--- src/rtl/register_bank.sv ---
// Register bank: NREG = 2**ADDR_W registers of DATA_W bits, index 0 hardwired
// to zero, two combinational read ports, one synchronous write port and an
// 8-bit wrapping count of committed writes.
// Optional write-to-read forwarding is enabled with `define REGBANK_BYPASS_EN.

// One storage register; cleared by the asynchronous reset.
module register_bank_cell #(
  parameter int DATA_W = 8
) (
  input  logic              clk,
  input  logic              rst,
  input  logic              we,
  input  logic [DATA_W-1:0] d,
  output logic [DATA_W-1:0] q
);
  logic [DATA_W-1:0] q_q;

  // Capture the write data when this register is selected.
  always_ff @(posedge clk or posedge rst) begin
    if (rst)     q_q <= '0;
    else if (we) q_q <= d;
  end

  assign q = q_q;
endmodule

module register_bank #(
  parameter int DATA_W = 8,
  parameter int ADDR_W = 2
) (
  input  logic              clk,
  input  logic              rst,
  input  logic [ADDR_W-1:0] rs_addr,
  input  logic [ADDR_W-1:0] rt_addr,
  input  logic [ADDR_W-1:0] rd_addr,
  input  logic              wr_en,
  input  logic [DATA_W-1:0] wr_data,
  output logic [DATA_W-1:0] reg1,
  output logic [DATA_W-1:0] reg2,
  output logic [7:0]        wr_count
);
  localparam int NREG = 2**ADDR_W;

  // Storage for indices 1..NREG-1 only; index 0 has no flops.
  logic [NREG-1:1][DATA_W-1:0] regs;
  logic [NREG-1:1]             we_vec;
  logic                        commit;
  logic [7:0]                  wr_count_q, wr_count_d;
  logic [DATA_W-1:0]           rd1, rd2;
  logic                        byp1, byp2;

  // wr_en gates the decode first, so an unknown rd_addr cannot reach any
  // register while writes are disabled.
  assign commit = wr_en & (rd_addr != '0);

  generate
    for (genvar i = 1; i < NREG; i++) begin : g_reg
      assign we_vec[i] = wr_en & (rd_addr == ADDR_W'(i));
      register_bank_cell #(.DATA_W(DATA_W)) u_cell (
        .clk (clk),
        .rst (rst),
        .we  (we_vec[i]),
        .d   (wr_data),
        .q   (regs[i])
      );
    end
  endgenerate

  // Combinational read mux for both ports; index 0 falls through to zero.
  always_comb begin
    rd1 = '0;
    rd2 = '0;
    for (int i = 1; i < NREG; i++) begin
      if (rs_addr == ADDR_W'(i)) rd1 = regs[i];
      if (rt_addr == ADDR_W'(i)) rd2 = regs[i];
    end
  end

`ifdef REGBANK_BYPASS_EN
  // Forward the in-flight write to a reader of the same nonzero index.
  assign byp1 = wr_en & ~rst & (rs_addr != '0) & (rs_addr == rd_addr);
  assign byp2 = wr_en & ~rst & (rt_addr != '0) & (rt_addr == rd_addr);
`else
  // Readers see the stored value until the committing edge.
  assign byp1 = 1'b0;
  assign byp2 = 1'b0;
`endif

  assign reg1 = byp1 ? wr_data : rd1;
  assign reg2 = byp2 ? wr_data : rd2;

  // Next write count: +1 per committed write, natural 8-bit wrap.
  always_comb begin
    wr_count_d = wr_count_q;
    if (commit) wr_count_d = wr_count_q + 8'd1;
  end

  // Write-count register, cleared by reset.
  always_ff @(posedge clk or posedge rst) begin
    if (rst) wr_count_q <= '0;
    else     wr_count_q <= wr_count_d;
  end

  assign wr_count = wr_count_q;
endmodule

--- config.mk ---
export PLATFORM = sky130hd
export DESIGN_NAME = register_bank
export DESIGN_NICKNAME = d
export VERILOG_FILES = /design/src/rtl/register_bank.sv
export SDC_FILE = /design/constraint.sdc
export NUM_CORES = 1
export LEC_CHECK = 0
export ABC_CLOCK_PERIOD_IN_PS = 1230
export BUFFER_PORTS_ARGS = -buffer_cell sky130_fd_sc_hd__buf_2
export CAP_MARGIN = 10
export CORE_MARGIN = 2
export CORE_UTILIZATION = 45
export DETAILED_ROUTE_END_ITERATION = 6
export PLACE_DENSITY = 0.71
export SYNTH_ARGS = -nofsm -noshare
export SYNTH_HDL_FRONTEND = slang
export SYNTH_HIERARCHICAL = 1
export SYNTH_SLANG_ARGS = --single-unit
--- constraint.sdc ---
create_clock -name clk -period 1.23 [get_ports clk]
set_clock_uncertainty 0.15 [all_clocks]
set_input_delay 0.246 -clock clk [delete_from_list [all_inputs] [get_ports clk]]
set_output_delay 0.246 -clock clk [all_outputs]
set_load 0.02 [all_outputs]
==> impl_metrics.yaml, run 1 <==
clock_network:
  htreeDepth: 2
  cts.sinks: 32
  cts_made_buffers: 5
  insertion_delay_ns: 0.28
  cts_root_buf: "clkbuf_8"
  clkTransAtPathRegs_ns: 0.07
  clock_path_buffers: 2
  cts_tree: "built"
synthesis:
  ys_seq_area_frac: 0.453
  synthCells: 126
  synthTopCellsByArea: "dfrtp_1 45%, mux2_4 22%, mux2_2 9.6%"
  syn_area_um2: 1770
  synth_cell_types: 19
  postSynthAreaPerCell_um2: 14.0
  dominantRegCellSynth: "dfrtp_1"
  synth_fp_nets: 144
  ys_seq_elements: 32
  async_reset_ff_frac: 1.00
  yosys.area.top_type: "dfrtp_1"
  synth-edff-count: 0
  yosysMostFrequentCell: "dfrtp_1"
  synth_top_cell_area_share: 0.453
  yosys_warnings: 6
  synth_common_cells: "32 x dfrtp_1, 26 x mux2_4, 16 x a22o_1"
die:
  core_area_um2: 3720
  initial_utilization: 0.476
  io_pins: 41
  die_w_um: 66.7
  fp-row-count: 22
  die_y_um: 66.7
  die_area_um2: 4450
sta:
  min_period_ns: 1.73
  drv_slew: 0
  relSlewSlack: 0.610
  max_freq_ghz: 0.578
  setup_ws_ns: -0.501
  setup_viol: 23
  grt_setup_unrepaired: "true"
  tns_ns: -7.97
  tightest_slew_ns: 0.582
  finalHoldViolCount: 0
  post-route-period-util: 1.41
finish:
  diodes: 0
  drive_above_1_share: 0.732
  fillCellCount: 237
  area_growth_pct: 52.8
  fin_area_um2: 2700
  instances_no_fill: 246
  final_nets: 215
  multi_input_area_um2: 1100
  seq_area_um2: 805
detailed_routing:
  vias: 1314
  drt_drc_violations_left: 0
  via_per_inst: 5.34
  routed_wl_um: 4730
  dr.pass1.iters: 4
  routedWlPerCell_um: 19.2
  ant_nets: 0
  drt-initial-drc-count: 78
placed_design:
  port_buffers: 40
  place_congestion: 0.797
  place_area_um2: 2300
  dpl.hpwl_um: 3020
  placed_cells: 223
  pre_cts_ws_ns: -0.672
global_route:
  grt_pass1_vias: 1447
  antenna_found_initial: 0
  grtUsageTotal: 0.238
  grt_max_degree: 10
  grt_pass1_wl_um: 7570
  grt-ovfl-total: 0
flow_run:
  cap_violations: 0
worst_setup_path:
  regToRegSetupSlack_ns: -0.10
  end_kind: "output pin"
  crit_arrival_ns: 1.34
  path_buf_inv: 1
  critPathKind: "reg -> out"
  slowest_stage: "dfrtp_1"
  cp.required_ns: 0.83
  cp-start-kind: "register"
  crit_chain: "mux2_4 > a22o_4 > buf_6"
  cpLargestDelayFamily: "flip-flops"
  max_stage_delay_ns: 0.41
  cp_max_fo: 3
worst_hold_path:
  worst_hold_path_type: "in -> reg"
pwr:
  power.leakage_nw: 1.35
  ir_drop_mv: 0.801
  p_per_area_nw_per_um2: 1720
outcome:
  status: "finished, violations left"
  violations: "negative setup slack"
==> cells by family (layout without fill, tap and decap cells) <==
kind of cell	after synthesis	in the layout	share of synthesized area
muxes	41	41	0.316
and+or+nand+nor	14	14	0.0474
adders and majority gates	1	1	0.00708
AOI/OAI and AO/OA	17	17	0.0835
xor gates and xnor gates	7	7	0.0347
DFF	32	32	0.453
buffers and inverters	14	86	0.0580
==> metrics by stage <==
step           power, mW  hold WS, ns  utilization
2_1_floorplan       2.67      -0.0885            -
6_report            4.66       0.0797        0.727
3_3_place_gp        3.10       0.0731        0.618
3_5_place_dp        3.16       0.0910        0.618
5_1_grt             4.86       0.0705        0.727
4_1_cts             4.48       0.0699        0.705
==> worst register-to-register path, stage by stage (launching register included) <==
cell,delay (ns)
dfrtp_2,0.38
buf_6,0.11
buf_6,0.10
and4_1,0.21
nand3_2,0.11
xnor2_2,0.17
==> registers in the layout (all words and copies together) (netlist names) <==
register and flops:
g.u_cell/q 24, wr_count 8
==> path summary, 6_finish.rpt <==
check	start	endpoint	cells after the start
setup / recovery	g_reg[2].u_cell/q[7]$_DFFE_PP0P_	reg1[7]	3
hold / removal	wr_data[1]	g_reg[3].u_cell/q[1]$_DFFE_PP0P_	2
setup reg to reg	wr_count[1]$_DFFE_PP0P_	wr_count[7]$_DFFE_PP0P_	5
hold reg to reg	wr_count[4]$_DFFE_PP0P_	wr_count[4]$_DFFE_PP0P_	1
max in group asynchronous	rst	g_reg[1].u_cell/q[0]$_DFFE_PP0P_	3
min in group asynchronous	rst	wr_count[4]$_DFFE_PP0P_	3
==> power by group <==
| group | total [mW] | internal, mW | switching, mW |
|---|---|---|---|
| sequential | 1.60 | 1.32 | 0.281 |
| combinational | 2.22 | 1.38 | 0.832 |
| clock | 0.842 | 0.456 | 0.386 |
| total | 4.66 | 3.16 | 1.50 |
==> cell type report <==
cell class / instances / area share
tap: 48 / 0.0222
timing repair buffer: 74 / 0.235
multi-input combinational: 80 / 0.406
clock buffer: 8 / 0.0333
sequential: 32 / 0.298
inverter: 4 / 0.00556
==> metal layers <==
layer	share of wire	routed length, µm	GRT usage	vias up
met4	0.032	153	0.102	0
met3	0.044	207	0.0557	13
met1	0.42	1970	0.292	656
met5	0	0	0	-
li1	-	-	-	603
met2	0.51	2410	0.400	42
==> repair_timing <==
| item | 4_1_cts | 5_1_grt |
|---|---|---|
| hold buffers | 1 | 0 |
| gates resized for setup | 47 | 12 |
| endpoints found under the setup margin | 24 | 29 |
| hold endpoints to repair | 32 | 0 |
| pin swaps | 1 | 6 |
| setup buffers | 9 | 5 |
==> layout by cell type (no fill, tap or decap) <==
cell type / synthesis / routed
clkbuf_8: 0 / 6
nand2_1: 2 / 2
nand3_2: 0 / 1
buf_2: 4 / 16
xor2_1: 1 / 1
and3_4: 0 / 1
dfrtp_1: 32 / 29
buf_6: 6 / 28
and3b_1: 1 / 1
o21a_1: 1 / 1
a22o_4: 0 / 16
nor2b_2: 0 / 2
nand4_1: 4 / 4
ha_4: 0 / 1
and4_1: 1 / 1
buf_12: 0 / 1
dlygate4sd3_1: 0 / 1
inv_1: 4 / 4
xnor2_2: 0 / 1
mux2_4: 26 / 41
dfrtp_2: 0 / 3
clkbuf_1: 0 / 2
and3_1: 2 / 1
buf_4: 0 / 28
nor2_1: 1 / 1
xnor2_1: 6 / 5
No activity file was read; power rests on OpenSTA's default activity.
==> run 2, diff against run 1 <==
Settings changed: PLACE_DENSITY 0.71 to 0.8, SKIP_LAST_GASP set to 1.
==> impl_metrics.yaml, run 2 (synthesized netlist as in run 1, its figures left out) <==
worst_setup_path:
  startpoint: "g_reg[2].u_cell/q[0]$_DFFE_PP0P_"
  cp.required_ns: 0.83
  r2r_cells: 4
  worstReg2RegStart: "g_reg[2].u_cell/q[7]$_DFFE_PP0P_"
  end_kind: "output pin"
  regToRegSetupSlack_ns: -0.07
  max_stage_delay_ns: 0.42
  crit_chain: "mux2_4 > a22o_4 > buf_6"
  cp_num_cells: 3
  cp_max_fo: 3
  crit_arrival_ns: 1.33
  slowest_stage: "dfrtp_1"
  cp-start-kind: "register"
  crit_end: "reg1[0]"
  path_buf_inv: 1
  cpLargestDelayFamily: "flip-flops"
  critPathKind: "reg -> out"
  rr_endpoint: "g_reg[2].u_cell/q[7]$_DFFE_PP0P_"
clock_network:
  cts_made_buffers: 5
  clock_path_buffers: 2
  htreeDepth: 2
  cts_tree: "built"
  cts.sinks: 32
  insertion_delay_ns: 0.28
  clkTransAtPathRegs_ns: 0.07
  cts_root_buf: "clkbuf_8"
global_route:
  antenna_found_initial: 0
  grt_pass1_wl_um: 7070
  grt_max_degree: 11
  grtUsageTotal: 0.224
  grt-ovfl-total: 0
  grt_pass1_vias: 1393
detailed_routing:
  vias: 1318
  drt_drc_violations_left: 0
  routedWlPerCell_um: 18.8
  drt-initial-drc-count: 37
  ant_nets: 0
  routed_wl_um: 4730
  dr.pass1.iters: 4
  via_per_inst: 5.23
sta:
  finalHoldViolCount: 0
  setup_viol: 22
  setup_ws_ns: -0.499
  holdWs_ns: 0.0765
  tightest_slew_ns: 0.602
  relSlewSlack: 0.597
  min_period_ns: 1.73
  post-route-period-util: 1.41
  grt_setup_unrepaired: "true"
  max_freq_ghz: 0.578
  drv_slew: 0
pwr:
  pwr-share-comb: 0.455
  ir_drop_mv: 1.26
  swShare: 0.311
  finalPower_mw: 4.77
  power_frac_seq: 0.339
  p_per_area_nw_per_um2: 1720
  p_int_mw: 3.29
  pwr-share-clk: 0.206
  power.leakage_nw: 1.39
  p_sw_mw: 1.48
flow_run:
  cap_violations: 0
outcome:
  violations: "negative setup slack"
  status: "finished, violations left"
finish:
  drive_above_1_share: 0.745
  final_cell_mix: "41 x mux2_4, 34 x buf_4, 29 x dfrtp_1"
  diodes: 0
  layout_commonest_cell: "mux2_4"
  post-route-util: 0.746
  instances_no_fill: 252
  area_growth_pct: 56.8
  final_nets: 221
  largest_reg_flops: 24
die:
  initial_utilization: 0.476
  core_area_um2: 3720
  io_pins: 41
  die_area_um2: 4450
  die_w_um: 66.7
  fp-row-count: 22
  die_y_um: 66.7
placed_design:
  port_buffers: 40
  place_congestion: 0.797
  placed_cells: 224
  dpl.hpwl_um: 3040
worst_hold_path:
  worst_hold_path_type: "in -> reg"
## run 2: changes by cell type in the layout (fill, tap and decap cells not counted), sizes merged
cell	before	now
clkinv	0	1
bufinv	0	1
buf	73	79
clkbuf	8	6
## run 2: layer usage
metal,vias to the layer above,GRT usage,share of wire
met5,-,0,0
met1,673,0.280,0.44
met4,0,0.0689,0.0080
li1,611,-,-
met3,4,0.0490,0.030
met2,30,0.386,0.52
## run 2: power groups by stage
stage / Sequential, mW / Combinational, mW / Clock (mW)
2_1_floorplan: 1.68 / 0.989 / 0
3_3_place_gp: 1.57 / 1.54 / 0
3_5_place_dp: 1.60 / 1.58 / 0
4_1_cts: 1.59 / 2.05 / 0.998
5_1_grt: 1.65 / 2.28 / 1.05
6_report: 1.62 / 2.17 / 0.983
## run 2: area by class of cell
cell class              count  area (µm²)
fillers                   231         943
flip-flops and latches     32         805
inverters                   4        15.0
well taps                  48        60.1
repair buffers             80         689
clock inverters             2        35.0
clock buffers               6        72.6
multi-input cells          80        1100
## run 2: worst min-delay path by stage
| stage | start | end | slack (ns) | cells after the start |
|---|---|---|---|---|
| after global placement | rst | wr_count[6]$_DFFE_PP0P_ | 0.07 | 2 |
| after global routing | wr_data[2] | g_reg[1].u_cell/q[2]$_DFFE_PP0P_ | 0.07 | 2 |
| after detailed placement | rst | wr_count[7]$_DFFE_PP0P_ | 0.09 | 2 |
| final | wr_data[6] | g_reg[2].u_cell/q[6]$_DFFE_PP0P_ | 0.08 | 2 |
| after floorplan | rst | wr_count[3]$_DFFE_PP0P_ | -0.09 | 1 |
| after CTS | wr_data[6] | g_reg[1].u_cell/q[6]$_DFFE_PP0P_ | 0.07 | 2 |
## run 2: through the flow
step / worst slack, ns / area [µm²] / setup TNS [ns]
final: -0.499 / 2770 / -7.79
after global placement: -0.690 / 2320 / -12.37
after CTS: -0.496 / 2680 / -7.71
after floorplan: -0.0909 / 2000 / -1.45
after detailed placement: -0.712 / 2320 / -13.25
after global routing: -0.536 / 2770 / -8.58
## run 2: timing repair
action,in CTS,in global routing
resized for setup,47,10
setup buffers,12,8
hold buffers,1,0
setup endpoints to repair,25,27
hold endpoints to repair,32,0
pin swaps,0,4
